**src/rtl/mpu_led_monitor.sv**
```systemverilog
// Debug display stage: captures a CH_N x 16-bit frame and shows one byte on LEDs, with a sticky I2C error flag and an error counter.
// Optional per-channel peak-magnitude registers are enabled by defining MPU_LED_PEAK_EN.
module mpu_led_monitor #(
    parameter int unsigned FPGA_CLK = 50_000_000,
    parameter int unsigned CH_N     = 3,
    parameter int unsigned DWELL_MS = 500,
    localparam int unsigned CHW     = (CH_N > 1) ? $clog2(CH_N) : 1
) (
    input  logic               CLK,
    input  logic               RST_n,
    input  logic               I_FL,
    input  logic [16*CH_N-1:0] I_DATA,
    input  logic               I_ACK,
    input  logic               I_ERR,
    input  logic               I_CLR,
    input  logic               I_FREEZE,
    input  logic               I_AUTO,
    input  logic [CHW-1:0]     I_CH,
    input  logic               I_BYTE,
    input  logic               I_PEAK,
    output logic [9:0]         O_LEDR,
    output logic [CHW-1:0]     O_CH,
    output logic               O_PHASE,
    output logic [7:0]         O_ERR_CNT,
    output logic               O_NEW
);

    localparam int unsigned DWELL_CYC = FPGA_CLK / 1000 * DWELL_MS;
    localparam int unsigned TW        = (DWELL_CYC > 1) ? $clog2(DWELL_CYC) : 1;

    typedef enum logic [1:0] {MANUAL, SCR_HI, SCR_LO} state_t;

    state_t              state_q, state_d;
    logic [TW-1:0]       timer_q, timer_d;
    logic [CHW-1:0]      ch_q, ch_d;
    logic                phase_q, phase_d;
    logic [16*CH_N-1:0]  frame_q;
    logic                new_q;
    logic                ack_q;
    logic                err_sticky_q, err_sticky_d;
    logic [7:0]          err_cnt_q, err_cnt_d;
    logic [7:0]          byte_q, byte_d;
    logic [CHW-1:0]      man_ch;
    logic [CHW-1:0]      ch_inc;
    logic                capture;
    logic [15:0]         word;

    assign capture = I_FL & ~I_FREEZE;

    always_comb begin
        man_ch = I_CH;
        if (32'(I_CH) >= CH_N) man_ch = CHW'(CH_N - 1);
        ch_inc = (ch_q == CHW'(CH_N - 1)) ? '0 : ch_q + CHW'(1);
    end

    always_comb begin
        state_d = state_q;
        timer_d = timer_q;
        ch_d    = ch_q;
        phase_d = phase_q;
        case (state_q)
            MANUAL: begin
                timer_d = '0;
                if (I_AUTO) begin
                    state_d = SCR_HI;
                    ch_d    = '0;
                    phase_d = 1'b0;
                end else begin
                    ch_d    = man_ch;
                    phase_d = I_BYTE;
                end
            end
            SCR_HI, SCR_LO: begin
                if (!I_AUTO) begin
                    state_d = MANUAL;
                    timer_d = '0;
                    ch_d    = man_ch;
                    phase_d = I_BYTE;
                end else if (timer_q == TW'(DWELL_CYC - 1)) begin
                    timer_d = '0;
                    if (state_q == SCR_HI) begin
                        state_d = SCR_LO;
                        phase_d = 1'b1;
                    end else begin
                        state_d = SCR_HI;
                        phase_d = 1'b0;
                        ch_d    = ch_inc;
                    end
                end else begin
                    timer_d = timer_q + TW'(1);
                end
            end
            default: begin
                state_d = MANUAL;
                timer_d = '0;
            end
        endcase
    end

    // Set takes priority over clear so an error in the clearing cycle is never lost.
    always_comb begin
        err_sticky_d = err_sticky_q;
        err_cnt_d    = err_cnt_q;
        if (I_ERR)      err_sticky_d = 1'b1;
        else if (I_CLR) err_sticky_d = 1'b0;
        if (I_CLR)                           err_cnt_d = I_ERR ? 8'd1 : 8'd0;
        else if (I_ERR && err_cnt_q != '1)   err_cnt_d = err_cnt_q + 8'd1;
    end

`ifdef MPU_LED_PEAK_EN
    logic [15:0] peak_q [CH_N];
    logic [15:0] peak_d [CH_N];

    always_comb begin
        logic [15:0] s;
        logic [15:0] mag;
        for (int unsigned c = 0; c < CH_N; c++) begin
            s   = I_DATA[16*c +: 16];
            mag = s;
            if (s[15]) mag = (s == 16'h8000) ? 16'h7FFF : (~s + 16'd1);
            peak_d[c] = I_CLR ? '0 : peak_q[c];
            if (capture && mag > peak_d[c]) peak_d[c] = mag;
        end
    end

    always_ff @(posedge CLK or negedge RST_n) begin
        if (!RST_n) begin
            for (int unsigned c = 0; c < CH_N; c++) peak_q[c] <= '0;
        end else begin
            for (int unsigned c = 0; c < CH_N; c++) peak_q[c] <= peak_d[c];
        end
    end

    always_comb begin
        word = '0;
        for (int unsigned c = 0; c < CH_N; c++) begin
            if (ch_q == CHW'(c)) word = I_PEAK ? peak_q[c] : frame_q[16*c +: 16];
        end
    end
`else
    logic unused_peak;
    assign unused_peak = I_PEAK;

    always_comb begin
        word = '0;
        for (int unsigned c = 0; c < CH_N; c++) begin
            if (ch_q == CHW'(c)) word = frame_q[16*c +: 16];
        end
    end
`endif

    assign byte_d = phase_q ? word[7:0] : word[15:8];

    always_ff @(posedge CLK or negedge RST_n) begin
        if (!RST_n) begin
            state_q      <= MANUAL;
            timer_q      <= '0;
            ch_q         <= '0;
            phase_q      <= 1'b0;
            frame_q      <= '0;
            new_q        <= 1'b0;
            ack_q        <= 1'b0;
            err_sticky_q <= 1'b0;
            err_cnt_q    <= '0;
            byte_q       <= '0;
        end else begin
            state_q      <= state_d;
            timer_q      <= timer_d;
            ch_q         <= ch_d;
            phase_q      <= phase_d;
            if (capture) frame_q <= I_DATA;
            new_q        <= capture;
            ack_q        <= I_ACK;
            err_sticky_q <= err_sticky_d;
            err_cnt_q    <= err_cnt_d;
            byte_q       <= byte_d;
        end
    end

    assign O_LEDR    = {err_sticky_q, ack_q, byte_q};
    assign O_CH      = ch_q;
    assign O_PHASE   = phase_q;
    assign O_ERR_CNT = err_cnt_q;
    assign O_NEW     = new_q;

endmodule
```
**config.mk**
```make
export PLATFORM = sky130hd
export DESIGN_NAME = mpu_led_monitor
export DESIGN_NICKNAME = d
export VERILOG_FILES = /design/src/rtl/mpu_led_monitor.sv
export SDC_FILE = /design/constraint.sdc
export NUM_CORES = 1
export LEC_CHECK = 0
export CAP_MARGIN = 15
export CELL_PAD_IN_SITES_DETAIL_PLACEMENT = 0
export CELL_PAD_IN_SITES_GLOBAL_PLACEMENT = 1
export CORE_UTILIZATION = 37
export DETAILED_ROUTE_END_ITERATION = 7
export PLACE_DENSITY_LB_ADDON = 0.1
export RECOVER_POWER = 100
export REMOVE_ABC_BUFFERS = 1
export SETUP_SLACK_MARGIN = 0.15
export SYNTH_ARGS = -nofsm -noshare
export SYNTH_HDL_FRONTEND = slang
export SYNTH_SLANG_ARGS = --single-unit
```
**constraint.sdc**
```tcl
create_clock -name CLK -period 2 [get_ports CLK]
set_clock_uncertainty 0.15 [all_clocks]
set_input_delay 0.4 -clock CLK [delete_from_list [all_inputs] [get_ports CLK]]
set_output_delay 0.4 -clock CLK [all_outputs]
set_load 0.05 [all_outputs]
```
==> out/metrics.cfg, run 1 <==
[placed_design]
dp_hpwl_um=6500
place_ws_ns=0.0114
globalplace.congestion=0.740
dp_cells=621
port_buffers=80

[critical_path]
cpPeakStageDelay_ns=0.41
worstSetupStartpointType=flop
endpoint_kind=flop
path_class=reg -> reg
cp_slowest_cell=dfrtp_1
arrival_ns=2.02
cp_max_fo=12
required_ns=2.08
crit_chain=nor4b_4, nand4_4, o311ai_4, buf_4, clkbuf_16, nor2_1

[sta]
finalHoldViolCount=0
slew_violations=0
relSlewSlack_pct=41.4
finalCritPeriodShare_pct=97.1
setup_tns_ns=0
tightestPinTransition_ns=0.879
fin_crit_ns=1.94
rsz0062_at_grt=true
clock.fmax_ghz=0.515
finalWorstSetupSlack_ns=0.0589
setup_viol_count_final=0

[layout]
layout-area-overhead-vs-synth_pct=32.6
layout.cells.non_filler=644
fin_nets=561
drive_above_1_share_pct=24.0
antenna_cells=0
n_fill_cell=1106

[floorplan]
die_area_um2=12600
start_util_pct=38.7
rows=39
core_um2=11600
die_w_um=112
dieHeight_um=112
num_io_pins=82

[synthesis]
synth_warnings=0
synth_most_common_cell=dfrtp_1
async_flop_share_pct=100
ys_seq_elements=97
yosysTopAreaCell=dfrtp_1
ys_seq_area_share_pct=54.0
yosysUniqueCellTypes=43
synth_area_leaders=dfrtp_1, mux2_2, nor2_1
syn_area_um2=4500
ys.flop_type=dfrtp_1
syn_inst=386
synth_edf_count=0
syn_area_per_cell_um2=11.6
yosys-top-cells-count=dfrtp_1, nor2_1, mux2_2
synth_top_area_share_pct=54.0

[detailed_routing]
first_pass_iters=6
viasPerCell=4.90
ant_nets=0
drcViolationCount=8
vias=3154
routedWlPerCell_um=14.7
drt_iter0_markers=134
wirelength_um=9460

[outcome]
violations=DRC
status=finished with violations

[global_route]
antenna_found_initial=0
grt_max_degree=70
grt_pass1_wl_um=15800
overflow=0
grt_usage_pct=16.0
grt_pass1_vias=3232

[clocking]
cts_sinks=97
insertion_delay_ns=0.34
htree_levels=3
tritoncts=yes
root_buffer=clkbuf_16
cts-buffers-inserted=9
clkTransAtPathRegs_ns=0.07
cts_buffer_depth=2

[pwr]
p_per_area_nw_per_um2=1080
pwr-share-comb_pct=34.8
p_clk_share_pct=27.4
worst_ir_drop_vdd_mv=0.663
p_leak_nw=2.54
p_int_mw=4.23
p_sw_mw=2.19
swShare_pct=34.1
finalPower_mw=6.41
p_seq_share_pct=37.8

[flow_run]
max_cap_viol_count=0

[min_path]
hold_path_class=in -> async

==> sequential cells by signal, indices dropped and copies added (netlist names) <==
signal and count:
ack_q 1, O_ERR_CNT 8, state_q 2, O_NEW 1
err_sticky_q 1, byte_q 8, timer_q 25, O_CH 2
O_PHASE 1, frame_q 48
==> critical path, delay by kind of cell, from the launching register on <==
family / cells / cell delay [ns]
simple gates: 3 / 0.53
flops: 1 / 0.41
compound gates: 1 / 0.37
buf+inv: 2 / 0.37
==> final cells by class <==
class                           count  area, um^2  share of cell area (%)
Sequential cell                    97        2430                    40.7
Multi-Input combinational cell    258        1970                    33.1
Timing Repair Buffer              120        1040                    17.5
Clock buffer                       11         243                    4.07
Tap cell                          143         179                    3.00
Clock inverter                      5        61.3                    1.03
Inverter                           10        37.5                   0.629
==> per-stage QoR <==
stage	util [%]	instance area [um^2]	hold WS [ns]
floorplan	-	4390	-0.0456
global placement	48.6	5650	0.0605
detailed placement	48.6	5650	0.0594
CTS	51.7	6010	0.229
global route	51.3	5960	0.287
finish	51.3	5960	0.275
==> power by group through the flow <==
stage          clock network (mW)  logic [mW]  registers (mW)
2_1_floorplan                   0       0.854            2.96
3_3_place_gp                    0        2.22            2.47
3_5_place_dp                    0        2.23            2.48
4_1_cts                      1.83        2.27            2.44
5_1_grt                      1.90        2.44            2.47
6_report                     1.76        2.23            2.42
==> final timing paths <==
path | slack (ns) | startpoint | cells after the start | end
setup / recovery | 0.06 | timer_q[17] | 6 | timer_q[3]
hold / removal | 0.28 | RST_n | 2 | frame_q[0]
setup reg to reg | 0.06 | timer_q[17] | 6 | timer_q[3]
hold reg to reg | 0.33 | err_sticky_q | 1 | err_sticky_q
max in group asynchronous | 0.27 | RST_n | 3 | frame_q[3]
min in group CLK | 0.33 | err_sticky_q | 1 | err_sticky_q
==> metal layers <==
metal | wire, um | vias up | global-route usage, %
li1 | - | 1566 | -
met1 | 4380 | 1522 | 21.0
met2 | 4510 | 57 | 25.8
met3 | 438 | 9 | 3.56
met4 | 132 | 0 | 6.04
met5 | 0 | - | 0
==> what timing repair did <==
action,CTS,global route
setup endpoints to repair,33,37
endpoints found under the hold margin,97,0
pin swaps,4,4
gates cloned,0,1
buffers inserted,2,3
gates resized for setup,11,7
hold buffers,1,0
==> placed cells by master, fill, tap and decap left out, types with 2 or more instances in the layout <==
master           instances
and3_1                   3
dlygate4sd3_1            3
buf_12                   4
clkdlybuf4s50_1         55
o21ai_2                  2
nand2_1                 13
dfrtp_1                 97
nor3_1                   7
nor4_1                   2
xor2_1                  17
nand3_1                 14
and4_1                   2
a21oi_1                 21
ha_1                     5
xnor2_1                 10
inv_1                   10
nor4b_4                  2
mux2i_1                 18
nor2_1                  53
nand4_1                  9
a211oi_1                 8
inv_6                    2
clkbuf_1                17
nor2b_1                  2
clkbuf_16               10
dlygate4sd2_1            3
mux2_2                  49
or3_1                    2
clkbuf_2                10
buf_4                   25
==> logic make-up after synthesis <==
| group | after synthesis | share of synthesized area [%] |
|---|---|---|
| AND/OR/NAND/NOR | 116 | 13.3 |
| multiplexers | 68 | 16.5 |
| buffers and inverters | 31 | 3.26 |
| AO/OA/AOI/OAI | 42 | 6.29 |
| adder cells (fa/ha/maj) | 5 | 1.39 |
| XOR/XNOR | 27 | 5.26 |
| flip-flops | 97 | 54.0 |
Power figures use the tool's default switching activity.
==> run 2, diff against run 1 <==
--- a/config.mk
+++ b/config.mk
@@ -10,6 +10,7 @@
 export CELL_PAD_IN_SITES_GLOBAL_PLACEMENT = 1
 export CORE_UTILIZATION = 37
 export DETAILED_ROUTE_END_ITERATION = 7
+export HOLD_SLACK_MARGIN = 0.1
 export PLACE_DENSITY_LB_ADDON = 0.1
 export RECOVER_POWER = 100
 export REMOVE_ABC_BUFFERS = 1
==> results of run 2 <==
The final DEF is identical to that of run 1; final timing and power are the same.
